### config.mk
export PLATFORM = sky130hd
export DESIGN_NAME = ex_stage
export DESIGN_NICKNAME = d
export VERILOG_FILES = /design/src/rtl/ex_pkg.sv /design/src/rtl/ex_mul_iter.sv /design/src/rtl/ex_stage.sv
export SDC_FILE = /design/constraint.sdc
export NUM_CORES = 1
export LEC_CHECK = 0
export CAP_MARGIN = 30
export CELL_PAD_IN_SITES_DETAIL_PLACEMENT = 1
export CELL_PAD_IN_SITES_GLOBAL_PLACEMENT = 1
export CORE_MARGIN = 8
export CORE_UTILIZATION = 42
export DETAILED_ROUTE_END_ITERATION = 10
export PLACE_DENSITY_LB_ADDON = 0.1
export SETUP_SLACK_MARGIN = 0.15
export SYNTH_ARGS = -nofsm -noshare
export SYNTH_HDL_FRONTEND = slang
export SYNTH_SLANG_ARGS = --single-unit
### constraint.sdc
create_clock -name clk -period 8.1 [get_ports clk]
set_input_delay 2.43 -clock clk [delete_from_list [all_inputs] [get_ports clk]]
set_output_delay 2.43 -clock clk [all_outputs]
set_load 0.005 [all_outputs]
### src/rtl/ex_pkg.sv
// Shared opcodes, state encoding and control-bundle type for the execute stage.
package ex_pkg;

    localparam logic [3:0] OP_AND = 4'b0000;
    localparam logic [3:0] OP_OR  = 4'b0001;
    localparam logic [3:0] OP_ADD = 4'b0010;
    localparam logic [3:0] OP_SUB = 4'b0110;
    localparam logic [3:0] OP_SLT = 4'b0111;
    localparam logic [3:0] OP_NOR = 4'b1100;
    localparam logic [3:0] OP_MUL = 4'b1000;

    localparam int MUL_CYCLES = 32;

    typedef enum logic {
        ST_IDLE = 1'b0,
        ST_BUSY = 1'b1
    } ex_state_e;

    // Control bits forwarded to the RAM stage, packed in port order.
    typedef struct packed {
        logic e_read_ram;
        logic e_write_ram;
        logic demux;
        logic e_write_br;
    } uc_t;

endpackage

### src/rtl/ex_mul_iter.sv
// Iterative shift-add multiplier: one partial-product step per clock, MUL_CYCLES steps.
module ex_mul_iter
    import ex_pkg::*;
#(
    parameter int DATA_W = 32
) (
    input  logic              clk,
    input  logic              rst,
    input  logic              start,
    input  logic [DATA_W-1:0] a,
    input  logic [DATA_W-1:0] b,
    output logic              done,
    output logic [DATA_W-1:0] result
);
    localparam int CNT_W = $clog2(MUL_CYCLES);

    logic [DATA_W-1:0] mcand_q, mcand_d;
    logic [DATA_W-1:0] mplier_q, mplier_d;
    logic [DATA_W-1:0] acc_q, acc_d;
    logic [CNT_W-1:0]  cnt_q, cnt_d;
    logic              run_q, run_d;
    logic [DATA_W-1:0] acc_step;

    always_comb begin
        acc_step = mplier_q[0] ? (acc_q + mcand_q) : acc_q;
        done     = run_q && (cnt_q == CNT_W'(MUL_CYCLES - 1));
        // The final step's sum is the product; the caller samples it while done is high.
        result   = acc_step;
        mcand_d  = mcand_q;
        mplier_d = mplier_q;
        acc_d    = acc_q;
        cnt_d    = cnt_q;
        run_d    = run_q;
        if (start) begin
            mcand_d  = a;
            mplier_d = b;
            acc_d    = '0;
            cnt_d    = '0;
            run_d    = 1'b1;
        end else if (run_q) begin
            acc_d    = acc_step;
            mcand_d  = mcand_q << 1;
            mplier_d = mplier_q >> 1;
            cnt_d    = cnt_q + CNT_W'(1);
            if (done) run_d = 1'b0;
        end
    end

    always_ff @(posedge clk) begin
        if (rst) begin
            mcand_q  <= '0;
            mplier_q <= '0;
            acc_q    <= '0;
            cnt_q    <= '0;
            run_q    <= 1'b0;
        end else begin
            mcand_q  <= mcand_d;
            mplier_q <= mplier_d;
            acc_q    <= acc_d;
            cnt_q    <= cnt_d;
            run_q    <= run_d;
        end
    end

endmodule

### src/rtl/ex_stage.sv
// Execute stage: ALU decode and execute/memory boundary registers.
// Define EX_MUL_EN to add the iterative multiplier and the upstream stall.
module ex_stage
    import ex_pkg::*;
#(
    parameter int DATA_W = 32,
    parameter int ADDR_W = 5
) (
    input  logic              clk,
    input  logic              rst,
    input  logic              i_valid,
    input  logic              i_uc_e_read_ram,
    input  logic              i_uc_e_write_ram,
    input  logic              i_uc_demux,
    input  logic [3:0]        i_uc_alu_opcode,
    input  logic              i_uc_e_write_br,
    input  logic [ADDR_W-1:0] i_wA,
    input  logic [DATA_W-1:0] i_DR1,
    input  logic [DATA_W-1:0] i_DR2,
    output logic              o_stall,
    output logic              o_valid,
    output logic              o_uc_e_read_ram,
    output logic              o_uc_e_write_ram,
    output logic              o_uc_demux,
    output logic              o_uc_e_write_br,
    output logic [ADDR_W-1:0] o_wA,
    output logic [DATA_W-1:0] o_alu_result,
    output logic              o_zero,
    output logic [DATA_W-1:0] o_DR2
);
    // state   | meaning
    // ST_IDLE | accepting; single-cycle ops retire on the accepting edge
    // ST_BUSY | multiplier iterating; inputs ignored, upstream held by o_stall

    uc_t               uc_in, uc_q, uc_d;
    logic              valid_q, valid_d;
    logic [ADDR_W-1:0] wa_q, wa_d;
    logic [DATA_W-1:0] alu_q, alu_d;
    logic              zero_q, zero_d;
    logic [DATA_W-1:0] dr2_q, dr2_d;
    logic [DATA_W-1:0] alu_res;
    logic              take_single;

    assign uc_in = {i_uc_e_read_ram, i_uc_e_write_ram, i_uc_demux, i_uc_e_write_br};

    always_comb begin
        alu_res = '0;
        case (i_uc_alu_opcode)
            OP_AND:  alu_res = i_DR1 & i_DR2;
            OP_OR:   alu_res = i_DR1 | i_DR2;
            OP_ADD:  alu_res = i_DR1 + i_DR2;
            OP_SUB:  alu_res = i_DR1 - i_DR2;
            OP_SLT:  alu_res = {{(DATA_W-1){1'b0}}, ($signed(i_DR1) < $signed(i_DR2))};
            OP_NOR:  alu_res = ~(i_DR1 | i_DR2);
            default: alu_res = '0;
        endcase
    end

`ifdef EX_MUL_EN
    ex_state_e         state_q, state_d;
    uc_t               uc_lat_q, uc_lat_d;
    logic [ADDR_W-1:0] wa_lat_q, wa_lat_d;
    logic [DATA_W-1:0] dr2_lat_q, dr2_lat_d;
    logic              mul_start;
    logic              mul_done;
    logic [DATA_W-1:0] mul_result;

    ex_mul_iter #(.DATA_W(DATA_W)) u_mul (
        .clk    (clk),
        .rst    (rst),
        .start  (mul_start),
        .a      (i_DR1),
        .b      (i_DR2),
        .done   (mul_done),
        .result (mul_result)
    );

    assign o_stall = (state_q == ST_BUSY);
`else
    assign o_stall = 1'b0;
`endif

    always_comb begin
        valid_d = 1'b0;
        uc_d    = uc_q;
        wa_d    = wa_q;
        alu_d   = alu_q;
        zero_d  = zero_q;
        dr2_d   = dr2_q;
`ifdef EX_MUL_EN
        state_d     = state_q;
        uc_lat_d    = uc_lat_q;
        wa_lat_d    = wa_lat_q;
        dr2_lat_d   = dr2_lat_q;
        mul_start   = i_valid && (state_q == ST_IDLE) && (i_uc_alu_opcode == OP_MUL);
        take_single = i_valid && (state_q == ST_IDLE) && (i_uc_alu_opcode != OP_MUL);
        if (mul_start) begin
            uc_lat_d  = uc_in;
            wa_lat_d  = i_wA;
            dr2_lat_d = i_DR2;
            state_d   = ST_BUSY;
        end
        if ((state_q == ST_BUSY) && mul_done) begin
            valid_d = 1'b1;
            uc_d    = uc_lat_q;
            wa_d    = wa_lat_q;
            alu_d   = mul_result;
            zero_d  = (mul_result == '0);
            dr2_d   = dr2_lat_q;
            state_d = ST_IDLE;
        end
`else
        take_single = i_valid;
`endif
        if (take_single) begin
            valid_d = 1'b1;
            uc_d    = uc_in;
            wa_d    = i_wA;
            alu_d   = alu_res;
            zero_d  = (alu_res == '0);
            dr2_d   = i_DR2;
        end
    end

    always_ff @(posedge clk) begin
        if (rst) begin
            valid_q   <= 1'b0;
            uc_q      <= '0;
            wa_q      <= '0;
            alu_q     <= '0;
            zero_q    <= 1'b0;
            dr2_q     <= '0;
`ifdef EX_MUL_EN
            state_q   <= ST_IDLE;
            uc_lat_q  <= '0;
            wa_lat_q  <= '0;
            dr2_lat_q <= '0;
`endif
        end else begin
            valid_q   <= valid_d;
            uc_q      <= uc_d;
            wa_q      <= wa_d;
            alu_q     <= alu_d;
            zero_q    <= zero_d;
            dr2_q     <= dr2_d;
`ifdef EX_MUL_EN
            state_q   <= state_d;
            uc_lat_q  <= uc_lat_d;
            wa_lat_q  <= wa_lat_d;
            dr2_lat_q <= dr2_lat_d;
`endif
        end
    end

    assign o_valid          = valid_q;
    assign o_uc_e_read_ram  = uc_q.e_read_ram;
    assign o_uc_e_write_ram = uc_q.e_write_ram;
    assign o_uc_demux       = uc_q.demux;
    assign o_uc_e_write_br  = uc_q.e_write_br;
    assign o_wA             = wa_q;
    assign o_alu_result     = alu_q;
    assign o_zero           = zero_q;
    assign o_DR2            = dr2_q;

endmodule

==> results.py, run 1 <==
metrics = {
    "cts": {
        "cts_resized": 0,
        "clk_path_buf_depth": 2,
        "cts_tree": "yes",
        "cts_buffers": 9,
        "clock_latency_ns": 0.35,
        "h-tree-depth": 3,
        "clkSinkCount": 75,
        "root_buffer": "clkbuf_16",
        "postCtsSetupBuffers": 0,
        "cts_hold_buf": 0,
        "clk_pin_slew_ns": 0.07,
    },
    "drt": {
        "via_count": 9030,
        "wire_per_inst_um": 22.92,
        "ant_nets": 0,
        "firstDrtPassIters": 5,
        "wl_um": 33500,
        "drc": 0,
        "vias_per_cell": 6.176,
        "drt-initial-drc-count": 614,
    },
    "synthesis": {
        "netlist_area_um2": 8153,
        "synth_top_family_by_area": "compound AO/OA/AOI/OAI gates",
        "ys_seq_elements": 75,
        "yosysSeqAreaShare_pct": 18.42,
        "synth-simple-area-share_pct": 17.83,
        "synthCells": 1085,
        "synthAdderAreaFrac_pct": 16.14,
        "syn_avg_cell_area_um2": 7.514,
        "synth_mux_area_share_pct": 5.801,
        "synth_compound_area_share_pct": 32.60,
        "synth-edff-count": 0,
        "async_flop_share_pct": 0,
        "synth-main-ff-cell": "dfxtp_1",
        "synth_warnings": 0,
        "ys_types": 84,
        "synth_nets": 1269,
        "synth-xor-area-share_pct": 0.5371,
    },
    "die": {
        "core_area_um2": 19270,
        "chipHeight_um": 155.3,
        "core.rowCount": 51,
        "io_pins": 156,
        "die-area_um2": 24130,
        "start_util_pct": 42.31,
        "die_w_um": 155.3,
    },
    "flow_run": {
        "cap_viol_max_count": 0,
    },
    "timing": {
        "rsz0062_at_grt": "false",
        "setup_viol": 0,
        "hold_viol_final": 0,
        "maxSlewHeadroom_pct": 37.00,
        "fin_skew_ns": 0,
        "fmax_ghz": 0.1597,
        "slew_viol_final": 0,
        "fin_crit_sh_pct": 77.31,
        "min_period_ns": 6.262,
        "setup_tns_ns": 0,
        "tightest_slew_ns": 0.9426,
    },
    "critical_path": {
        "crit_arrival_ns": 6.53,
        "cp.required_ns": 8.37,
        "path_class": "in2reg",
        "crit_path_start_kind": "input pin",
        "critPathCaptureType": "register",
        "worstPathMaxFanout": 10,
    },
    "pwr": {
        "powerDensity_nw_per_um2": 143.3,
        "leakage_nw": 4.258,
        "ir_worst_vdd_uv": 113.1,
    },
    "grt": {
        "grt.overflow.total": 0,
        "grt_max_degree": 75,
        "grt_pass1_vias": 9435,
        "grt_antenna_before_repair": 0,
        "grt_usage_pct": 27.48,
        "grt_pass1_wl_um": 52850,
    },
    "finish": {
        "layout.nets": 1376,
        "drive_above_1_share_pct": 5.263,
        "multi_input_area_um2": 5962,
        "seq_area_um2": 1501,
        "insertedDiodeCount": 0,
        "area_growth_pct": 24.48,
        "utilization_pct": 52.66,
        "n_fill_cell": 2417,
    },
    "place": {
        "port_buffers": 154,
        "place_congestion": 0.9625,
        "dpl.hpwl_um": 25840,
    },
    "min_path": {
        "holdCritPathClass": "reg2reg",
    },
    "status": {
        "status": "finished, final reports clean",
    },
}
-- power breakdown --
part | internal (mW) | switching, mW
logic | 0.230 | 0.339
registers | 0.393 | 0.0138
clock network | 0.277 | 0.201
total | 0.900 | 0.555
-- cells by family after synthesis --
| kind of cell | after synthesis |
|---|---|
| buffers and inverters | 173 |
| multiplexers | 47 |
| AND/OR/NAND/NOR | 313 |
| AO/OA/AOI/OAI | 367 |
| flip-flops | 75 |
| other | 1 |
| adder cells (fa/ha/maj) | 104 |
| XOR/XNOR | 5 |
-- critical path, cell delays in order --
cell and delay (ns):
clkdlybuf4s50_1 0.51, inv_1 0.09, ha_1 0.44, inv_1 0.11, a221oi_1 0.50, o211ai_2 0.25
o211ai_1 0.44, nand2_1 0.22, a41oi_1 0.24, a22oi_1 0.14, or4_1 0.56, nor4_1 0.33
nand4_1 0.14, o32ai_1 0.14
-- layout make-up --
class / count / share of cell area (%)
clock buffer: 9 / 2.219
clock inverter: 7 / 1.048
multi-input combinational: 837 / 58.75
timing repair buffer: 169 / 16.22
sequential: 75 / 14.79
inverter: 100 / 3.699
tap: 265 / 3.267
-- Yosys cell counts (all sizes together) (5+ instances only) --
master / n / share of area (%)
nand2: 45 / 2.1
o211ai: 11 / 1.1
nand3: 15 / 0.92
ha: 102 / 16
a31o: 5 / 0.54
a31oi: 11 / 0.84
nor2: 148 / 6.8
a22oi: 35 / 3.2
o2111ai: 6 / 0.64
o21a: 8 / 0.74
and2: 6 / 0.46
a221oi: 10 / 1.2
nand2b: 8 / 0.61
a211o: 7 / 0.86
dfxtp: 75 / 18
a311oi: 8 / 0.86
inv: 99 / 4.6
mux2i: 45 / 5.5
and3: 5 / 0.38
xnor2: 5 / 0.54
a21oi: 70 / 4.4
nor3: 33 / 2.1
a221o: 9 / 1.1
o221ai: 11 / 1.2
nand4: 13 / 1.2
o221a: 5 / 0.69
o21bai: 8 / 0.74
or3: 5 / 0.38
o21ai: 41 / 2.5
o22ai: 19 / 1.5
a21o: 10 / 0.92
o31ai: 14 / 1.3
a211oi: 28 / 2.6
nor2b: 9 / 0.69
clkbuf: 46 / 2.1
buf: 27 / 1.9
o22a: 11 / 1.2
nor4: 13 / 1.0
-- through the flow --
stage	hold slack [ns]	power, mW	cell area [um2]	instances	worst slack (ns)
2_1_floorplan	0.4618	0.7508	8153	1085	2.826
3_3_place_gp	0.4612	0.9650	9817	1446	1.503
3_5_place_dp	0.4738	0.9730	9817	1446	1.519
4_1_cts	0.4836	1.457	10150	1462	1.894
5_1_grt	0.5179	1.522	10150	1462	1.636
6_report	0.4822	1.454	10150	1462	1.838
-- routing by layer --
| layer | up-vias | GRT usage, % | wire length [um] | share of wire, % |
|---|---|---|---|---|
| met3 | 75 | 3.773 | 1625 | 4.9 |
| met1 | 4455 | 32.83 | 14290 | 43 |
| met2 | 302 | 49.04 | 16620 | 50 |
| met5 | - | 0 | 0 | 0 |
| met4 | 0 | 10.21 | 967 | 2.9 |
| li1 | 4198 | - | - | - |
-- cell usage in the layout (no fill, tap or decap), drive strengths merged, types with 6 or more instances in the layout --
| cell type | synthesis | layout |
|---|---|---|
| clkdlybuf4s50 | 0 | 152 |
| nor2 | 148 | 148 |
| inv | 99 | 103 |
| ha | 102 | 102 |
| dfxtp | 75 | 75 |
| a21oi | 70 | 70 |
| mux2i | 45 | 45 |
| nand2 | 45 | 45 |
| o21ai | 41 | 41 |
| a22oi | 35 | 35 |
| nor3 | 33 | 33 |
| a211oi | 28 | 28 |
| o22ai | 19 | 19 |
| buf | 27 | 17 |
| nand3 | 15 | 15 |
| o31ai | 14 | 14 |
| nor4 | 13 | 13 |
| nand4 | 13 | 13 |
| o221ai | 11 | 11 |
| a31oi | 11 | 11 |
| o22a | 11 | 11 |
| o211ai | 11 | 11 |
| a21o | 10 | 10 |
| a221oi | 10 | 10 |
| a221o | 9 | 9 |
| nor2b | 9 | 9 |
| clkbuf | 46 | 9 |
| o21bai | 8 | 8 |
| nand2b | 8 | 8 |
| a311oi | 8 | 8 |
| o21a | 8 | 8 |
| a211o | 7 | 7 |
| and2 | 6 | 6 |
| o2111ai | 6 | 6 |
-- flip-flops by register name (all words and copies together), names as in the netlist --
register          cells
o_zero                1
o_uc_e_write_ram      1
o_alu_result         32
o_uc_e_write_br       1
o_wA                  5
o_valid               1
o_uc_demux            1
o_DR2                32
o_uc_e_read_ram       1
-- final timing paths --
| check | startpoint | endpoint | cells after the start | slack [ns] |
|---|---|---|---|---|
| min | o_alu_result[24] | o_alu_result[24] | 2 | 0.48 |
| max | i_DR2[3] | o_zero | 14 | 1.84 |
| min reg2reg | o_alu_result[24] | o_alu_result[24] | 2 | 0.48 |
| max reg2reg | o_alu_result[22] | o_alu_result[22] | 2 | 7.21 |
Power figures use the tool's default switching activity.
==> run 2: changes to the inputs <==
--- a/config.mk
+++ b/config.mk
@@ -9,7 +9,7 @@
 export CELL_PAD_IN_SITES_DETAIL_PLACEMENT = 1
 export CELL_PAD_IN_SITES_GLOBAL_PLACEMENT = 1
 export CORE_MARGIN = 8
-export CORE_UTILIZATION = 42
+export CORE_UTILIZATION = 39
 export DETAILED_ROUTE_END_ITERATION = 10
 export PLACE_DENSITY_LB_ADDON = 0.1
 export SETUP_SLACK_MARGIN = 0.15
==> constraint.sdc (replaced) <==
create_clock -name clk -period 5.79 [get_ports clk]
set_input_delay 1.737 -clock clk [delete_from_list [all_inputs] [get_ports clk]]
set_output_delay 1.737 -clock clk [all_outputs]
set_load 0.005 [all_outputs]
==> results.py, run 2 (same netlist as run 1, synthesis figures left out) <==
metrics = {
    "status": {
        "status": "finished, final reports clean",
    },
    "timing": {
        "fin_skew_ns": 0,
        "setup_viol": 0,
        "rsz0062_at_grt": "false",
        "fmax_ghz": 0.1827,
        "slew_viol_final": 0,
        "maxSlewHeadroom_pct": 43.25,
        "fin_crit_sh_pct": 94.54,
        "fin_ws_ns": 0.3159,
        "hold_viol_final": 0,
        "tightest_slew_ns": 0.8512,
        "min_period_ns": 5.474,
    },
    "min_path": {
        "min_from": "o_alu_result[24]",
        "holdCritPathClass": "reg2reg",
        "min_delay_path_depth": 2,
        "worstHoldEndpoint": "o_alu_result[24]",
    },
    "critical_path": {
        "crit_path_start_kind": "input pin",
        "worstSetupStartpoint": "i_DR2[8]",
        "crit_arrival_ns": 5.72,
        "path_class": "in2reg",
        "cp.required_ns": 6.04,
        "r2r_end": "o_zero",
        "rr_startpoint": "o_zero",
        "critPathCaptureType": "register",
        "worstPathMaxFanout": 6,
        "reg2reg_slack_ns": 4.95,
        "worstRegToRegCells": 2,
    },
    "finish": {
        "multi_input_area_um2": 5977,
        "seq_area_um2": 1501,
        "insertedDiodeCount": 0,
        "layout.nets": 1455,
        "drive_above_1_share_pct": 11.36,
        "area_growth_pct": 32.47,
        "layout_commonest_cell": "clkdlybuf4s50_1",
        "layout_common_cells": "clkdlybuf4s50_1 (152), nor2_1 (147), ha_1 (101), inv_1 (97), buf_4 (91)",
        "n_fill_cell": 2541,
    },
    "die": {
        "core.rowCount": 53,
        "core_area_um2": 20760,
        "io_pins": 156,
        "start_util_pct": 39.28,
        "chipHeight_um": 160.6,
        "die_w_um": 160.6,
        "die-area_um2": 25790,
    },
    "place": {
        "dpl.hpwl_um": 27310,
        "place_worst_setup_slack_ns": -0.05575,
        "port_buffers": 154,
        "place_congestion": 0.9378,
    },
    "drt": {
        "ant_nets": 0,
        "wire_per_inst_um": 22.40,
        "vias_per_cell": 5.975,
        "drt-initial-drc-count": 559,
        "firstDrtPassIters": 5,
        "via_count": 9267,
        "wl_um": 34750,
        "drc": 0,
    },
    "grt": {
        "grt_antenna_before_repair": 0,
        "grt_max_degree": 74,
        "grt_pass1_vias": 9910,
        "grt_pass1_wl_um": 54880,
        "grt_usage_pct": 26.40,
        "grt.overflow.total": 0,
    },
    "cts": {
        "h-tree-depth": 3,
        "cts_tree": "yes",
        "cts_hold_buf": 0,
        "clk_pin_slew_ns": 0.07,
        "clock_latency_ns": 0.35,
        "clkSinkCount": 75,
        "cts_buffers": 9,
        "clk_path_buf_depth": 2,
        "root_buffer": "clkbuf_16",
    },
    "pwr": {
        "leakage_nw": 4.644,
        "ir_worst_vdd_uv": 129.5,
        "powerDensity_nw_per_um2": 190.9,
        "power_mw": 2.061,
    },
    "flow_run": {
        "cap_viol_max_count": 0,
    },
}
==> run 2: changes by cell type in the layout (fill, tap and decap cells not counted), sizes merged <==
cell and delta:
bufinv -1, buf +79, clkbuf +1, clkinvlp +2
clkinv +1, inv -3
==> run 2: where the power goes <==
part	switching [mW]	leakage, nW	internal [mW]
clock network	0.275	0.147	0.351
logic	0.491	3.88	0.376
registers	0.0187	0.620	0.550
total	0.784	4.64	1.28
==> run 2: metrics by stage <==
stage          utilization, %  setup TNS [ns]  hold WS [ns]  area (um2)  std cells
2_1_floorplan               -               0        0.4618        8153       1085
3_3_place_gp            50.46               0        0.4638       10470       1535
3_5_place_dp            50.46        -0.05575        0.4690       10470       1535
4_1_cts                 51.96               0        0.4786       10790       1551
5_1_grt                 52.03               0        0.4939       10800       1551
6_report                52.03               0        0.4764       10800       1551
==> run 2: metal layers <==
metal | wire length (um) | track usage, % | up-vias
met5 | 0 | 0 | -
met4 | 1442 | 12.32 | 0
met3 | 1997 | 4.607 | 89
met2 | 16620 | 45.32 | 333
met1 | 14690 | 31.45 | 4484
li1 | - | - | 4361
==> run 2: how the worst max path moves through the flow <==
stage | endpoint | slack (ns) | cells past startpoint
detailed placement | o_zero | -0.06 | 14
global placement | o_zero | 0.06 | 14
global route | o_zero | 0.15 | 16
floorplan | o_zero | 1.21 | 14
CTS | o_zero | 0.31 | 14
finish | o_zero | 0.32 | 15
==> run 2: area by class of cell <==
cell class              instances  share of cell area, %
clock buffers                  10                  2.213
well taps                     275                  3.186
flip-flops and latches         75                  13.90
clock inverters                 6                 0.6835
inverters                     100                  3.475
repair buffers                248                  21.20
multi-input cells             837                  55.34
==> run 2: critical path, stage by stage <==
cell and delay (ns):
clkdlybuf4s50_1 0.55, inv_1 0.09, ha_1 0.36, buf_4 0.17, nand2_1 0.13, o21ai_1 0.27
a221oi_2 0.15, a2111o_1 0.51, a21oi_4 0.23, o221a_1 0.22, a22oi_1 0.11, or4_1 0.56
nor4_2 0.33, nand4_1 0.13, o32ai_1 0.18
==> run 2: timing repair <==
| action | 4_1_cts | 5_1_grt |
|---|---|---|
| setup endpoints to repair | 0 | 1 |
| resized for setup | 0 | 3 |
| setup buffers | 0 | 0 |
